$ cat src/rtl/proc_cell_n_if.sv
// Valid/ready bundle for proc_cell_n: NUM_IN join channels, mode select,
// one result channel and status. The cell takes the slave view.
interface proc_cell_n_if #(
  parameter int WIDTH     = 4,
  parameter int NUM_IN    = 4,
  parameter int CNT_WIDTH = 8
);
  logic [NUM_IN*WIDTH-1:0] in_data;
  logic [NUM_IN-1:0]       in_valid;
  logic [NUM_IN-1:0]       in_ready;
  logic [1:0]              mode;
  logic [WIDTH-1:0]        out_data;
  logic                    out_valid;
  logic                    out_ready;
  logic                    busy;
  logic [CNT_WIDTH-1:0]    result_count;

  modport master (
    output in_data, in_valid, mode, out_ready,
    input  in_ready, out_data, out_valid, busy, result_count
  );

  modport slave (
    input  in_data, in_valid, mode, out_ready,
    output in_ready, out_data, out_valid, busy, result_count
  );
endinterface

$ cat src/rtl/proc_cell_n.sv
// Join-and-compute cell: collects one token per input channel in any order,
// combines them (wrap sum / saturating sum / max / xor) and emits one result.
module proc_cell_n #(
  parameter int WIDTH     = 4,
  parameter int NUM_IN    = 4,
  parameter int CNT_WIDTH = 8
) (
  input  logic        clk,
  input  logic        rst_n,
  proc_cell_n_if.slave bus
);

  localparam int                SUM_W    = WIDTH + $clog2(NUM_IN);
  localparam logic [NUM_IN-1:0] ALL_ONES = '1;
  localparam logic [SUM_W-1:0]  SAT_MAX  = {{(SUM_W-WIDTH){1'b0}}, {WIDTH{1'b1}}};

  typedef enum logic [1:0] {
    COLLECT = 2'd0,
    COMPUTE = 2'd1,
    OUTPUT  = 2'd2
  } state_t;

  state_t               state_q, state_d;
  logic [NUM_IN-1:0]    captured_q, captured_d;
  logic [NUM_IN-1:0]    take;
  logic [WIDTH-1:0]     operand_q [NUM_IN];
  logic [WIDTH-1:0]     out_data_q, out_data_d;
  logic                 out_valid_q, out_valid_d;
  logic [CNT_WIDTH-1:0] count_q, count_d;

  logic [SUM_W-1:0]     sum_wide;
  logic [WIDTH-1:0]     max_val;
  logic [WIDTH-1:0]     xor_val;
  logic [WIDTH-1:0]     result;

  // Ready depends only on registered state, never on in_valid.
  assign bus.in_ready     = (state_q == COLLECT) ? ~captured_q : '0;
  assign take             = bus.in_valid & bus.in_ready;
  assign bus.out_data     = out_data_q;
  assign bus.out_valid    = out_valid_q;
  assign bus.result_count = count_q;
  assign bus.busy         = (state_q != COLLECT) || (captured_q != '0);

  // Operand capture
  always_ff @(posedge clk or negedge rst_n) begin
    if (!rst_n) begin
      // NOTE: the operand array is reset so an aborted round can never leak
      // old operands into a later result.
      for (int i = 0; i < NUM_IN; i++) begin
        operand_q[i] <= '0;
      end
    end else begin
      for (int i = 0; i < NUM_IN; i++) begin
        if (take[i]) begin
          operand_q[i] <= bus.in_data[i*WIDTH +: WIDTH];
        end
      end
    end
  end

  // Datapath: all four candidate results, then select by mode.
  always_comb begin
    // NOTE: every variable gets a default before any branch so no latch is inferred.
    sum_wide = '0;
    max_val  = '0;
    xor_val  = '0;
    result   = '0;
    for (int i = 0; i < NUM_IN; i++) begin
      sum_wide = sum_wide + SUM_W'(operand_q[i]);
      if (operand_q[i] > max_val) begin
        max_val = operand_q[i];
      end
      xor_val = xor_val ^ operand_q[i];
    end
    case (bus.mode)
      2'b00: result = sum_wide[WIDTH-1:0];
      2'b01: result = (sum_wide > SAT_MAX) ? SAT_MAX[WIDTH-1:0] : sum_wide[WIDTH-1:0];
      2'b10: result = max_val;
      2'b11: result = xor_val;
      default: result = '0;
    endcase
  end

  // Next-state and register updates
  always_comb begin
    state_d     = state_q;
    captured_d  = captured_q;
    out_data_d  = out_data_q;
    out_valid_d = out_valid_q;
    count_d     = count_q;
    case (state_q)
      COLLECT: begin
        captured_d = captured_q | take;
        if (captured_d == ALL_ONES) begin
          state_d = COMPUTE;
        end
      end
      COMPUTE: begin
        out_data_d  = result;
        out_valid_d = 1'b1;
        state_d     = OUTPUT;
      end
      OUTPUT: begin
        // out_data is deliberately left holding the last result.
        if (out_valid_q && bus.out_ready) begin
          out_valid_d = 1'b0;
          captured_d  = '0;
          count_d     = count_q + CNT_WIDTH'(1);
          state_d     = COLLECT;
        end
      end
      default: begin
        state_d    = COLLECT;
        captured_d = '0;
      end
    endcase
  end

  always_ff @(posedge clk or negedge rst_n) begin
    if (!rst_n) begin
      state_q     <= COLLECT;
      captured_q  <= '0;
      out_data_q  <= '0;
      out_valid_q <= 1'b0;
      count_q     <= '0;
    end else begin
      // NOTE: non-blocking assignments so every register samples pre-edge values.
      state_q     <= state_d;
      captured_q  <= captured_d;
      out_data_q  <= out_data_d;
      out_valid_q <= out_valid_d;
      count_q     <= count_d;
    end
  end

endmodule
$ cat src/flat_wrapper.sv
// flat-port wrapper written by rule: the top's interface ports become plain ports
module proc_cell_n_flat 
#(
  parameter int WIDTH     = 4,
  parameter int NUM_IN    = 4,
  parameter int CNT_WIDTH = 8
)
  (clk, rst_n, bus_in_data, bus_in_valid, bus_mode, bus_out_ready, bus_in_ready, bus_out_data, bus_out_valid, bus_busy, bus_result_count);
  proc_cell_n_if #(.WIDTH(WIDTH), .NUM_IN(NUM_IN), .CNT_WIDTH(CNT_WIDTH)) bus_i ();
  input  logic clk;
  input  logic rst_n;
  input wire logic [$bits(bus_i.in_data)-1:0] bus_in_data;
  input wire logic [$bits(bus_i.in_valid)-1:0] bus_in_valid;
  input wire logic [$bits(bus_i.mode)-1:0] bus_mode;
  input wire logic [$bits(bus_i.out_ready)-1:0] bus_out_ready;
  output wire logic [$bits(bus_i.in_ready)-1:0] bus_in_ready;
  output wire logic [$bits(bus_i.out_data)-1:0] bus_out_data;
  output wire logic [$bits(bus_i.out_valid)-1:0] bus_out_valid;
  output wire logic [$bits(bus_i.busy)-1:0] bus_busy;
  output wire logic [$bits(bus_i.result_count)-1:0] bus_result_count;
  assign bus_i.in_data = bus_in_data;
  assign bus_i.in_valid = bus_in_valid;
  assign bus_i.mode = bus_mode;
  assign bus_i.out_ready = bus_out_ready;
  assign bus_in_ready = bus_i.in_ready;
  assign bus_out_data = bus_i.out_data;
  assign bus_out_valid = bus_i.out_valid;
  assign bus_busy = bus_i.busy;
  assign bus_result_count = bus_i.result_count;
  proc_cell_n #(.WIDTH(WIDTH), .NUM_IN(NUM_IN), .CNT_WIDTH(CNT_WIDTH)) u_core (.clk(clk), .rst_n(rst_n), .bus(bus_i));
endmodule
$ cat config.mk
export PLATFORM = sky130hd
export DESIGN_NAME = proc_cell_n_flat
export DESIGN_NICKNAME = d
export VERILOG_FILES = /design/src/rtl/proc_cell_n_if.sv /design/src/rtl/proc_cell_n.sv /design/src/flat_wrapper.sv
export SDC_FILE = /design/constraint.sdc
export NUM_CORES = 1
export LEC_CHECK = 0
export ABC_AREA = 1
export BUFFER_PORTS_ARGS = -buffer_cell sky130_fd_sc_hd__buf_2
export CAP_MARGIN = 15
export CORE_ASPECT_RATIO = 1.5
export CORE_UTILIZATION = 40
export CTS_CLUSTER_SIZE = 10
export DETAILED_ROUTE_END_ITERATION = 16
export PLACE_DENSITY = 0.64
export SYNTH_ARGS = -nofsm -noshare
export SYNTH_HDL_FRONTEND = slang
export SYNTH_SLANG_ARGS = --single-unit
$ cat constraint.sdc
create_clock -name clk -period 6.6 [get_ports clk]
set_input_delay 0.99 -clock clk [delete_from_list [all_inputs] [get_ports clk]]
set_output_delay 0.99 -clock clk [all_outputs]
set_load 0.05 [all_outputs]
# --- Yosys cells after proc, flatten, opt, wreduce, memory -nomap -nowiden ---
# Index checks and enable logic that the tools add are counted.
totals:
  output_inout_bits: 18
  input_bits: 25
  word_cells: 58
  regBits: 35
classes:
  bitwise: 7
  mux: 14
  reduce_logical: 11
  eq_ne: 8
  order_cmp: 5
  n_addsub: 4
op_table:
  columns: ["cell", "n"]
  rows:
  - ["$mux W4", 7]
  - ["$pmux W4 S4", 1]
  - ["$add A6 B4 Y6", 2]
  - ["$gt A4 B4 Y1", 3]
  - ["$pmux W4 S3", 1]
  - ["$xor A4 B4 Y4", 3]
  - ["$add A8 B1 Y8 const B", 1]
  - ["$reduce_and A2 Y1", 4]
  - ["$eq A2 B2 Y1 const B", 3]
  - ["$gt A6 B4 Y1 const B", 1]
  - ["$pmux W2 S3", 1]
  - ["$add A4 B4 Y5", 1]
  - ["$and A4 B4 Y4", 1]
  - ["$eq A2 B1 Y1 const B", 2]
  - ["$eq A4 B4 Y1 const B", 1]
  - ["$gt A4 B1 Y1 const B", 1]
  - ["$logic_not A2 Y1", 2]
  - ["$mux W2", 2]
  - ["$not A4 Y4", 1]
  - ["$or A4 B4 Y4", 1]
  - ["$reduce_bool A2 Y1", 2]
  - ["$reduce_bool A4 Y1", 1]
  - ["$ne A2 B1 Y1 const B", 1]
  - ["$ne A2 B2 Y1 const B", 1]
  - ["other kinds (5)", 5]

# --- Longest topological paths before layout ---
logic_depth:
  ltp_word: 9
  mapped_depth: 30
  mapped_depth_nobuf: 30

# --- Least setup slack after synthesis ---
# Ideal clock, no wire load.
synth_path:
  path_type: "register to register"
  start: "register u_core.operand_q[11] in the netlist's numbering"
  end: "register u_core.out_data_q[0], in the netlist u_core.bus.out_data[0]"
  synth_period_minus_slack_ns: 3.221
  path_buffers: 0
  path_slack_ns: 3.379
  path_stages_with_launch: 27
  setup_time_ns: 0.118
  t_arrival_ns: 3.103
  required_ns: 6.482
  path_cell_list: "dfrtp_1 ha_1 nand2_1 clkinv_1 nand2_1 nand2_2 nand3_1 nand2_1 ha_1 inv_1 nor2_1 o21ai_0 nand2_1 nand2_1 inv_1 nand2_1 and2_1 ha_1 nand2_1 o21ai_0 nand2_1 o21ai_0 inv_1 nand2_1 nand2_1 nand2_1 nand2_1"
synth_via:
  elab_chain_len: 7
  elab_cells_between_ends: 12
  classes_between: "add/sub: 3; order compare: 4; mux: 5"
synth_lines:
  columns: ["element", "line", "source"]
  rows:
  - ["from (decl)", "proc_cell_n.sv:26", "logic [WIDTH-1:0] operand_q [NUM_IN];"]
  - ["from (signal, indexed assignment)", "proc_cell_n.sv:55", "operand_q[i] <= bus.in_data[i*WIDTH +: WIDTH];"]
  - ["parallel branches: the longest is 6 deep, another holds $add A6 B4 Y6", null, null]
  - ["$pmux W4 S4 *", "proc_cell_n.sv:75", "case (bus.mode)"]
  - ["to (signal assigned)", "proc_cell_n.sv:130", "out_data_q <= out_data_d;"]
  - ["to (decl)", "proc_cell_n.sv:27", "logic [WIDTH-1:0] out_data_q, out_data_d;"]
# Mark *: on every way between the ends.
# A chain may end at the register's enable or synchronous reset.

# --- Worst setup path after layout ---
layout_path:
  start: "register u_core.operand_q[15] in the netlist's numbering"
  end: "register u_core.out_data_q[2], in the netlist u_core.bus.out_data[2]"
layout_via:
  elab_chain_len: 9
  elab_cells_between_ends: 14
  classes_between: "add/sub: 3; order compare: 5; mux: 6"
layout_lines:
  columns: ["element", "line"]
  rows:
  - ["parallel branches: the longest is 8 deep, another holds $add A6 B4 Y6", null]
  - ["$pmux W4 S4 *", "proc_cell_n.sv:75"]
# Marked as above.

==> impl_metrics.tcl <==
set metrics [dict create \
    cts.sinks 35 \
    start_util 0.418 \
    htreeDepth 2 \
    cp.arrival_ns 3.80 \
    max_slew_margin 0.474 \
    fill_cells 571 \
    hpwlAfterDp_um 4420 \
    cp_slowest_cell "ha_1" \
    clock-skew-final_ns 0.00594 \
    grt_pass1_vias 2084 \
    numCtsBuffers 5 \
    core_area_mm2 0.00587 \
    drc_errors 0 \
    tritoncts "done" \
    cts.repair.resized 0 \
    diodes 0 \
    via_count 2089 \
    tightest_slew_ns 0.789 \
    die_w_um 65.9 \
    min_period_over_period 0.548 \
    hold_viol 0 \
    min_path_type "register to register" \
    drt-total-wl_um 5350 \
    ys.flop_type "dfrtp_1" \
    clk_latency_ns 0.29 \
    num-nets-final 411 \
    antenna_found_initial 0 \
    grt_overflow_total 0 \
    path_delay_family "simple AND/OR/NAND/NOR gates" \
    ys_ff_latch 35 \
    clock-root-buffer "clkbuf_8" \
    grt_max_degree 36 \
    io_buffers 42 \
    cts_buffer_depth 2 \
    synth_cells 311 \
    cp_slowest_stage_delay_ns 0.39 \
    grt_usage 0.187 \
    status "complete, no violations" \
    worst_setup_path_end_kind "register" \
    firstDrtPassIters 4 \
    cp-start-kind "register" \
    cap_violations 0 \
    routedWlPerCell_um 12.4 \
    synth_edf_count 0 \
    fmax_mhz 277 \
    tns_ns 0 \
    post_cts_buffers 0 \
    synth.yosys.warnings 0 \
    clk_pin_slew_ns 0.08 \
    dieArea_mm2 0.00645 \
    fin_util 0.484 \
    async_reset_ff_frac 1.00 \
    setup_viol 0 \
    area_growth_pct 15.9 \
    avgViaCountPerCell 4.84 \
    criticalPathCategory "register to register" \
    grt_pass1_wl_um 9340 \
    crit_fanout 8 \
    io_pins 43 \
    path_common_cell "nand2_1" \
    fp.dieH_um 97.9 \
    gp_congestion 0.892 \
    drive_gt1_frac 0.186 \
    holdBufCountCts 0 \
    path_buf_inv 5 \
    rsz0062_at_grt "no" \
    postRouteAntennaNets 0 \
    syn_area_mm2 0.00245 \
    synth.distinct_cells 26 \
    syn_area_per_cell_um2 7.89 \
    synth_nets 363 \
    cp.required_ns 6.79 \
    num_rows 34 \
    period_minus_slack_ns 3.61 \
    drtIter0Drc 80 \
    ys_seq_area_frac 0.357 \
    maxSlewViolCount 0 \
]
-- cells in the mapped netlist (all sizes together), types with 2 or more instances --
library cell	instances	area, µm²
fa	6	120
nand3	18	100
dfrtp	35	876
and2	3	18.8
nor3	2	26.3
o21bai	2	15.0
nand4	4	46.3
inv	53	199
nand2	68	265
nor2	34	138
a21oi	29	145
o21ai	17	85.1
xnor2	7	61.3
ha	21	263
xor2	9	78.8
-- worst reg2reg max path, delay by kind of cell (launching register included) --
kind / cells / cell delay (ns)
compound gates: 3 / 0.43
fa+ha+maj: 3 / 0.99
flops: 1 / 0.35
simple gates: 17 / 1.38
buf+inv: 5 / 0.41
-- final cells by class --
| cell class | instances | area (µm²) | area share |
|---|---|---|---|
| flip-flops and latches | 35 | 876 | 0.308 |
| inverters | 54 | 203 | 0.0713 |
| multi-input cells | 221 | 1370 | 0.482 |
| repair buffers | 42 | 210 | 0.0740 |
| clock inverters | 3 | 23.8 | 0.00837 |
| well taps | 72 | 90.1 | 0.0317 |
| clock buffers | 5 | 68.8 | 0.0242 |
-- path summary, 6_finish.rpt --
check	from	end	slack, ns	depth (start not counted)
max reg2reg	u_core.operand_q[15]$_DFFE_PN0P_	u_core.bus.out_data[2]$_DFFE_PN0P_	2.99	28
max in group asynchronous	rst_n	u_core.bus.out_data[3]$_DFFE_PN0P_	5.32	1
min	u_core.bus.result_count[7]$_DFFE_PN0P_	u_core.bus.result_count[7]$_DFFE_PN0P_	0.48	1
max	u_core.operand_q[15]$_DFFE_PN0P_	u_core.bus.out_data[2]$_DFFE_PN0P_	2.99	28
min reg2reg	u_core.bus.result_count[7]$_DFFE_PN0P_	u_core.bus.result_count[7]$_DFFE_PN0P_	0.48	1
min in group asynchronous	rst_n	u_core.operand_q[8]$_DFFE_PN0P_	0.78	1
-- cell usage in the layout (no fill, tap or decap), types with 2 or more instances in the layout --
cell type / n
buf_2: 42
inv_1: 50
xnor2_1: 7
nand2_1: 64
o21ai_1: 2
o21bai_1: 2
o21ai_0: 15
a21oi_1: 29
ha_1: 21
nand3_2: 2
and2_1: 3
nor2_1: 30
clkinvlp_4: 2
clkbuf_8: 5
nand4_1: 2
fa_1: 6
xor2_1: 9
nand3_1: 16
nor2_2: 4
inv_2: 3
nand2_2: 4
dfrtp_1: 35
-- flip-flops by register name, summed over array words and instances (netlist names) --
signal / count
u_core.state_q: 2
u_core.operand_q: 16
u_core.bus.result_count: 8
u_core.bus.out_data: 4
u_core.captured_q: 4
u_core.bus.out_valid: 1
-- kinds of logic after synthesis --
| logic type | count (synthesis) | share of synthesized area |
|---|---|---|
| flops | 35 | 0.357 |
| xor+xnor | 16 | 0.0571 |
| buf+inv | 55 | 0.0842 |
| compound gates | 49 | 0.103 |
| fa+ha+maj | 27 | 0.156 |
| simple gates | 129 | 0.242 |
-- stage by stage --
step,setup slack [ns],instance area (µm²),std cells,hold slack (ns)
after global placement,3.04,2750,424,0.461
after floorplan,3.38,2450,311,0.525
after global routing,2.43,2840,432,0.511
after CTS,2.96,2840,432,0.486
after detailed placement,2.98,2750,424,0.470
final,2.99,2840,432,0.479
-- layer usage --
layer / GRT usage / vias to the layer above / wire length (µm)
met3: 0.0280 / 12 / 190
met1: 0.233 / 963 / 2320
li1: - / 1076 / -
met2: 0.324 / 38 / 2740
met5: 0 / - / 0
met4: 0.0606 / 0 / 104
Power is not shown: default switching activity piles up to over one toggle a cycle in this logic, so the estimate is an artifact.
